### config.mk
export PLATFORM = sky130hd
export DESIGN_NAME = vanilla_long_op_ctrl
export DESIGN_NICKNAME = d
export VERILOG_FILES = /design/src/rtl/vanilla_long_op_ctrl.sv
export SDC_FILE = /design/constraint.sdc
export NUM_CORES = 1
export LEC_CHECK = 0
export CAP_MARGIN = 10
export CORE_UTILIZATION = 26
export DETAILED_ROUTE_END_ITERATION = 8
export GPL_ROUTABILITY_DRIVEN = 0
export GPL_TIMING_DRIVEN = 0
export PLACE_DENSITY = 0.56
export SYNTH_ARGS = -nofsm -noshare
export SYNTH_HDL_FRONTEND = slang
export SYNTH_SLANG_ARGS = --single-unit
### constraint.sdc
create_clock -name clk_i -period 3.3 [get_ports clk_i]
set_input_delay 0.66 -clock clk_i [delete_from_list [all_inputs] [get_ports clk_i]]
set_output_delay 0.66 -clock clk_i [all_outputs]
set_load 0.05 [all_outputs]
### src/rtl/vanilla_long_op_ctrl.sv
// -----------------------------------------------------------------------------
// vanilla_long_op_ctrl
//
// Front-end controller for a shared iterative divide/square-root unit.  Integer
// div/rem requests and FP fdiv/fsqrt requests compete for the one unit; at most
// one operation is in flight.  The controller arbitrates (alternating on ties),
// issues the operation, collects the result and hands it back on the writeback
// port of the side that asked for it.  While an operation is outstanding the
// owner side reports busy plus its destination register for hazard checks.
//
// Ports
//   clk_i, reset_i            clock, synchronous active-high reset
//   int_v_i / int_ready_o     integer request: int_op_i (0 DIV,1 DIVU,2 REM,3 REMU),
//                             int_rs1_i, int_rs2_i, int_rd_i
//   fp_v_i / fp_ready_o       FP request: fp_is_sqrt_i, fp_rs1_i, fp_rs2_i, fp_rd_i
//   unit_v_o / unit_ready_i   issue to unit: unit_op_o = {is_fp, op[1:0]},
//                             unit_a_o, unit_b_o
//   unit_v_i / unit_yumi_o    result from unit: unit_data_i
//   int_wb_*, fp_wb_*         writeback valid/yumi, rd, data per side
//   int_busy_*, fp_busy_*     owner busy flag and destination register
// -----------------------------------------------------------------------------
module vanilla_long_op_ctrl #(
   parameter int data_width_p     = 32,
   parameter int reg_addr_width_p = 5
) (
   input  logic                        clk_i,
   input  logic                        reset_i,

   input  logic                        int_v_i,
   output logic                        int_ready_o,
   input  logic [1:0]                  int_op_i,
   input  logic [data_width_p-1:0]     int_rs1_i,
   input  logic [data_width_p-1:0]     int_rs2_i,
   input  logic [reg_addr_width_p-1:0] int_rd_i,

   input  logic                        fp_v_i,
   output logic                        fp_ready_o,
   input  logic                        fp_is_sqrt_i,
   input  logic [data_width_p-1:0]     fp_rs1_i,
   input  logic [data_width_p-1:0]     fp_rs2_i,
   input  logic [reg_addr_width_p-1:0] fp_rd_i,

   output logic                        unit_v_o,
   input  logic                        unit_ready_i,
   output logic [2:0]                  unit_op_o,
   output logic [data_width_p-1:0]     unit_a_o,
   output logic [data_width_p-1:0]     unit_b_o,

   input  logic                        unit_v_i,
   output logic                        unit_yumi_o,
   input  logic [data_width_p-1:0]     unit_data_i,

   output logic                        int_wb_v_o,
   input  logic                        int_wb_yumi_i,
   output logic [reg_addr_width_p-1:0] int_wb_rd_o,
   output logic [data_width_p-1:0]     int_wb_data_o,

   output logic                        fp_wb_v_o,
   input  logic                        fp_wb_yumi_i,
   output logic [reg_addr_width_p-1:0] fp_wb_rd_o,
   output logic [data_width_p-1:0]     fp_wb_data_o,

   output logic                        int_busy_o,
   output logic [reg_addr_width_p-1:0] int_busy_rd_o,
   output logic                        fp_busy_o,
   output logic [reg_addr_width_p-1:0] fp_busy_rd_o
);

   localparam logic [1:0] state_idle  = 2'd0;
   localparam logic [1:0] state_issue = 2'd1;
   localparam logic [1:0] state_busy  = 2'd2;
   localparam logic [1:0] state_wb    = 2'd3;

   logic [1:0]                  state_reg, state_next;
   logic                        last_grant_fp_reg;
   logic                        post_reset_reg;
   logic                        is_fp_reg;
   logic [1:0]                  op_reg;
   logic [reg_addr_width_p-1:0] rd_reg;
   logic [data_width_p-1:0]     a_reg, b_reg, result_reg;

   logic active, can_grant, sel_int, sel_fp, grant, owner_yumi;
   logic in_issue, in_busy, in_wb, busy_any;

   // Every output is forced quiet while reset is held, independent of the
   // (not yet reset) register contents.
   assign active = ~reset_i;

   // The cycle right after reset is kept idle-quiet as well: no grant there.
   assign can_grant = active & (state_reg == state_idle) & ~post_reset_reg;

   // Sole requester wins; on a tie the side not granted last wins.
   assign sel_int = int_v_i & (~fp_v_i | last_grant_fp_reg);
   assign sel_fp  = fp_v_i & (~int_v_i | ~last_grant_fp_reg);
   assign grant   = can_grant & (sel_int | sel_fp);

   assign owner_yumi = is_fp_reg ? fp_wb_yumi_i : int_wb_yumi_i;

   always_comb begin
      state_next = state_reg;
      case (state_reg)
         state_idle:  if (grant)        state_next = state_issue;
         state_issue: if (unit_ready_i) state_next = state_busy;
         state_busy:  if (unit_v_i)     state_next = state_wb;
         state_wb:    if (owner_yumi)   state_next = state_idle;
         default:                       state_next = state_idle;
      endcase
   end

   always_ff @(posedge clk_i) begin
      if (reset_i) begin
         state_reg         <= state_idle;
         last_grant_fp_reg <= 1'b1;
         post_reset_reg    <= 1'b1;
         is_fp_reg         <= 1'b0;
         op_reg            <= '0;
         rd_reg            <= '0;
         a_reg             <= '0;
         b_reg             <= '0;
         result_reg        <= '0;
      end else begin
         state_reg      <= state_next;
         post_reset_reg <= 1'b0;
         if (grant) begin
            last_grant_fp_reg <= sel_fp;
            is_fp_reg         <= sel_fp;
            if (sel_fp) begin
               op_reg <= {1'b0, fp_is_sqrt_i};
               rd_reg <= fp_rd_i;
               a_reg  <= fp_rs1_i;
               // sqrt has a single operand; the second is presented as zero
               b_reg  <= fp_is_sqrt_i ? '0 : fp_rs2_i;
            end else begin
               op_reg <= int_op_i;
               rd_reg <= int_rd_i;
               a_reg  <= int_rs1_i;
               b_reg  <= int_rs2_i;
            end
         end
         if ((state_reg == state_busy) && unit_v_i)
            result_reg <= unit_data_i;
      end
   end

   assign in_issue = active & (state_reg == state_issue);
   assign in_busy  = active & (state_reg == state_busy);
   assign in_wb    = active & (state_reg == state_wb);
   assign busy_any = active & (state_reg != state_idle);

   assign int_ready_o = can_grant & sel_int;
   assign fp_ready_o  = can_grant & sel_fp;

   assign unit_v_o  = in_issue;
   assign unit_op_o = in_issue ? {is_fp_reg, op_reg} : 3'b000;
   assign unit_a_o  = in_issue ? a_reg : '0;
   assign unit_b_o  = in_issue ? b_reg : '0;

   assign unit_yumi_o = in_busy & unit_v_i;

   assign int_wb_v_o    = in_wb & ~is_fp_reg;
   assign int_wb_rd_o   = int_wb_v_o ? rd_reg : '0;
   assign int_wb_data_o = int_wb_v_o ? result_reg : '0;
   assign fp_wb_v_o     = in_wb & is_fp_reg;
   assign fp_wb_rd_o    = fp_wb_v_o ? rd_reg : '0;
   assign fp_wb_data_o  = fp_wb_v_o ? result_reg : '0;

   assign int_busy_o    = busy_any & ~is_fp_reg;
   assign int_busy_rd_o = int_busy_o ? rd_reg : '0;
   assign fp_busy_o     = busy_any & is_fp_reg;
   assign fp_busy_rd_o  = fp_busy_o ? rd_reg : '0;

endmodule

==> results of run 1 <==
-- synthesized netlist by cell type, types with 2 or more instances --
library cell / instances
dfxtp_1: 108
a21oi_1: 36
inv_1: 4
nor2b_1: 3
nand2_1: 177
buf_6: 2
buf_2: 13
nor2_1: 73
nand2b_1: 3
clkbuf_1: 52
ha_1: 5
nor3b_1: 2
and2_1: 153
a311oi_1: 71
nand3b_1: 32
nor3_1: 2
-- cell families after synthesis --
family,count (synthesis),synth area share
flip-flops,108,0.385
multiplexers,1,0.00178
AO/OA/AOI/OAI,111,0.149
adder cells (fa/ha/maj),5,0.0111
AND/OR/NAND/NOR,450,0.398
buffers and inverters,72,0.0544
-- critical path, cell delays in order --
cell,delay [ps]
dlygate4sd2_1,390
nor3b_1,350
clkbuf_2,290
clkbuf_2,240
and2_1,200
clkdlybuf4s15_2,390
-- routing by layer --
| layer | up-vias | routed length [um] | GRT usage |
|---|---|---|---|
| met5 | - | 0 | 0 |
| met4 | 0 | 417 | 0.0653 |
| met2 | 274 | 11700 | 0.376 |
| met1 | 2867 | 9770 | 0.250 |
| met3 | 20 | 2110 | 0.0615 |
| li1 | 3198 | - | - |
-- through the flow --
stage / setup TNS (ps) / cell area [um^2] / utilization
2_1_floorplan: 0 / 5630 / -
3_3_place_gp: -110300 / 9370 / 0.444
3_5_place_dp: -109220 / 9370 / 0.444
4_1_cts: 0 / 9700 / 0.460
5_1_grt: 0 / 9740 / 0.462
6_report: 0 / 9740 / 0.462
-- cell type report --
| type | count | area, um^2 |
|---|---|---|
| well taps | 275 | 344 |
| clock buffers | 10 | 229 |
| plain buffers | 67 | 304 |
| flip-flops and latches | 108 | 2160 |
| clock inverters | 6 | 88.8 |
| fillers | 2231 | 11300 |
| inverters | 4 | 15.0 |
| multi-input cells | 567 | 3190 |
| repair buffers | 341 | 3410 |
-- final timing paths --
| kind | from | to | slack, ps |
|---|---|---|---|
| max | reset_i | int_wb_data_o[6] | 110 |
| min | result_reg[5]$_SDFFE_PP0P_ | result_reg[5]$_SDFFE_PP0P_ | 460 |
| max reg2reg | state_reg[1]$_SDFFE_PP0P_ | rd_reg[2]$_SDFFE_PP0P_ | 840 |
| min reg2reg | result_reg[5]$_SDFFE_PP0P_ | result_reg[5]$_SDFFE_PP0P_ | 460 |
-- what timing repair did --
item | in CTS | in global routing
endpoints found under the setup margin | 158 | 26
hold endpoints to repair | 0 | 0
resized for setup | 281 | 15
pin swaps | 0 | 0
setup buffers | 2 | 0
-- power by group --
part           leakage (uW)  switching (uW)  internal (uW)
registers          0.000881             107           1490
clock network      0.000149             514            667
logic               0.00312             761            537
==> results.md, run 1 <==
- Root Driver: clkbuf_16
- Post-synth EDFFs: 0
- Crit path time final: between 3000 and 4000 ps
- Clock latency at the later pin of the worst-skew pair: roughly 360 ps
- Mapped Area: ~5600 um^2
- Kind of critical path: input port to output pin
- Post-Syn Nets: just over 900
- WL/cell: around 17 um
- Reg clk slew, reported paths: 70 ps
- I/O Pins: 340
- Syn-to-layout area delta: 73.4%
- Most common cell after layout, fill and taps aside: clkdlybuf4s50_1
- R2r worst-path depth: 7
- 1st-iter DRT viols: roughly 190
- Final Hold Slack: about 460 ps
- Dpl ws: -1370 ps
- CTS Hold Bufs: 0
- Worst path arrival time: 2530 ps
- DRC errors left: 0
- Pwr Total: between 4000 and 5000 uW
- GRT overflow: 0
- Max transition margin: 0.543
- RSZ-0062 raised after global routing: false
- Share of the synthesized area in the top cell type: 0.385
- Die Area: around 22000 um^2
- WP data required: 2640 ps
- Synthesis warning total: 0
- WL final: about 24000 um
- Non-Filler Instances: about 1400
- Crit share post-route: 0.968
- Fmax: ~310 MHz
- Yosys reg bits: 108
- Max FO, Critical Path: 10
- Pwr Density: around 420 nW/um^2
- Initial antenna violation count: 0
- Wire length of the first global-routing pass: around 36000 um
- Largest net degree at the start of global routing: 18
- Routed vias: between 6000 and 7000
- Port bufs: about 340
- Max Cap Violations: 0
- Hold Crit Class: flop to flop
- Most used DFF post-synth: dfxtp_1
- Async S/R FF share, synth: 0
- Share of layout cells above drive strength 1: 0.102
- Antenna-violating nets left: 0
- 1st-pass router iterations: 4
- Critical Path End Type: output pin
- Vias in the first global route: around 6200
- Most frequent cells in the layout: clkdlybuf4s50_1 (185), nand2_1 (177), and2_1 (153)
- Chip Height: about 150 um
- Mapped Cells: between 700 and 800
- Peak supply drop: around 0.00024 V
- Fin worst setup slack: between 100 and 150 ps
- Avg Cell Area, Syn: 7.52 um^2
- Total global-route track usage: 0.214
- Fin nets: about 1300
- CTS tree: done
- Clock Skew: ~12 ps
- Core area: approximately 21000 um^2
- Via/cell ratio: roughly 4.6
- CTS Buffer Depth: 2
- CTS buffer count: 9
- Hold Fails Final Rpt: 0
- Initial Util: 0.266
- Crit start category: input port
- Die width: about 150 um
- Synth top area cells: dfxtp_1 (38%), and2_1 (17%), nand2_1 (12%)
- Worst Max-Slew Pin Slew: approximately 680 ps
- Hpwl dp: ~19000 um
- Seq/Total Area, Yosys: 0.385
- Worst hold stages: 2
- Max Slew Vio Count: 0
- Area leader, netlist: dfxtp_1
- Rows: between 50 and 60
- Clock sinks: between 100 and 150
- Count of unique library cells instantiated by Yosys: 27
- Ant diodes: 0
- Run status: finished, final reports clean
- Setup Viol. Count Final: 0
- Leak: 0.00415 uW
- H-tree depth: 3
- Placed Cells incl. Taps: 1361
Power figures use the tool's default switching activity.
==> inputs of run 2 (changes only) <==
CAP_MARGIN = default   (was 10)
CORE_ASPECT_RATIO = 1.4   (was default)
==> run 2 against run 1 <==
Global-route usage fell by 0.14 points. Design area fell by 0.85%. Count of clock-buffer cells in the layout fell by 1. Cell count fell by 1.1%. Critical endpoint is now unit_yumi_o.
==> results.md, run 2 (same netlist as run 1, synthesis figures left out) <==
- Clock Skew: 7.01 ps
- 1st-pass router iterations: 4
- Leak: roughly 0.0041 uW
- Most frequent cells in the layout: clkdlybuf4s50_1 (181), nand2_1 (177), and2_1 (153)
- Max Slew Vio Count: 0
- CTS buffer count: 9
- Critical path's slowest cell: clkdlybuf4s50_1
- Fin worst setup slack: 76.8 ps
- Root Driver: clkbuf_16
- Fillcell total: roughly 2200
- Initial antenna violation count: 0
- Met1 usage: 0.236
- Max Cap Violations: 0
- Antenna-violating nets left: 0
- Worst Max-Slew Pin Slew: between 700 and 800 ps
- Met2 Resource Use GR: 0.399
- Fin nets: 1284
- Hpwl dp: ~18000 um
- DRC errors left: 0
- H-tree depth: 3
- Max transition margin: 0.522
- Port bufs: approximately 340
- Final Hold Slack: 464 ps
- Rows: 63
- Vias in the first global route: 6325
- CTS Hold Bufs: 0
- CP Cell Sequence: dlygate4sd2_1, clkbuf_4, clkbuf_2, nor2_1, clkdlybuf4s50_1
- Largest net degree at the start of global routing: 19
- WL final: between 20000 and 25000 um
- CTS Buffer Depth: 2
- Die Area: 22200 um^2
- Hold Crit Class: flop to flop
- Kind of critical path: input port to output pin
- Dpl ws: -1150 ps
- I/O Pins: 340
- WL/cell: about 17 um
- GR Util met3: 0.0344
- Routed vias: 6360
- Ant diodes: 0
- Critical Path End Type: output pin
- Share of layout cells above drive strength 1: 0.103
- Via/cell ratio: about 4.7
- Run status: finished, final reports clean
- Peak supply drop: around 0.00025 V
- Setup Viol. Count Final: 0
- Total global-route track usage: 0.213
- Chip Height: 176 um
- Crit share post-route: 0.977
- Syn-to-layout area delta: 72.0%
- RSZ-0062 raised after global routing: true
- Worst path arrival time: 2560 ps
- WP data required: 2640 ps
- Post-route setup TNS: 0 ps
- Crit path time final: approximately 3200 ps
- Global routing's busiest layer: met2
- Layout Utilization: 0.455
- Most common cell after layout, fill and taps aside: clkdlybuf4s50_1
- Die width: around 130 um
- Fmax: between 300 and 400 MHz
- Max FO, Critical Path: 10
- GRT overflow: 0
- Initial Util: 0.265
- CTS tree: done
- Reg clk slew, reported paths: approximately 80 ps
- 1st-iter DRT viols: ~210
- Core area: 21200 um^2
- Clock latency at the later pin of the worst-skew pair: 350 ps
- Slowest cell delay on critical path: between 700 and 800 ps
- Crit start category: input port
- Pwr Density: 409 nW/um^2
- Clock sinks: about 110
- Wire length of the first global-routing pass: about 36000 um
- Hold Fails Final Rpt: 0
## run 2: cell count changes in the layout (fill, tap and decap cells not counted), sizes merged, moves of 2 or more
| cell | delta |
|---|---|
| bufinv | -2 |
| inv | +3 |
| clkdlybuf4s50 | -4 |
| dlymetal6s2s | -3 |
| clkbuf | -2 |
| dlygate4sd2 | +7 |
## run 2: repair_timing
| action | CTS | global route |
|---|---|---|
| gates resized for setup | 287 | 14 |
| pin swaps | 0 | 0 |
| endpoints found under the setup margin | 158 | 30 |
| buffers inserted | 2 | 0 |
## run 2: metrics by stage
stage | cells | power, uW | area [um^2]
6_report | 1363 | 3950 | 9660
2_1_floorplan | 747 | 2360 | 5630
5_1_grt | 1363 | 4190 | 9660
3_3_place_gp | 1346 | 2910 | 9350
3_5_place_dp | 1346 | 2930 | 9350
4_1_cts | 1363 | 4000 | 9630
## run 2: path summary, 6_finish.rpt
path                                                 start                          to  slack, ps  cells after the start
worst max register to register   state_reg[0]$_SDFFE_PP0P_      rd_reg[1]$_SDFFE_PP0P_        890                      7
worst min register to register  result_reg[1]$_SDFFE_PP0P_  result_reg[1]$_SDFFE_PP0P_        460                      2
worst max-delay path                               reset_i                 unit_yumi_o         80                      5
worst min-delay path            result_reg[1]$_SDFFE_PP0P_  result_reg[1]$_SDFFE_PP0P_        460                      2
## run 2: cell type report
cell class                 instances  area (um^2)  area share
timing repair buffer             341         3400       0.352
multi-input combinational        567         3180       0.329
sequential                       108         2160       0.224
tap                              260          325      0.0337
buffer                            67          305      0.0316
clock buffer                       9          225      0.0233
clock inverter                     7         48.8     0.00505
inverter                           4         15.0     0.00155
## run 2: worst max-delay path: cells and delay by family
family	cells	cell delay, ps
buffers and inverters	4	1830
AND/OR/NAND/NOR	1	70
## run 2: per-layer routing
layer	routed length, um	vias up	part of all wire
met5	0	-	0
li1	-	3197	-
met3	1260	30	0.053
met4	624	0	0.026
met2	12300	230	0.52
met1	9450	2903	0.40
## run 2: report_power, final
| group | internal [uW] | switching (uW) | total (uW) |
|---|---|---|---|
| logic | 535 | 757 | 1290 |
| registers | 1490 | 103 | 1590 |
| clock network | 518 | 548 | 1070 |
| total | 2540 | 1410 | 3950 |
==> inputs of run 3 (changes only) <==
CTS_CLUSTER_SIZE = 20   (was default)
==> results of run 3 <==
No change in the layout: final DEF, timing and power equal those of run 2.
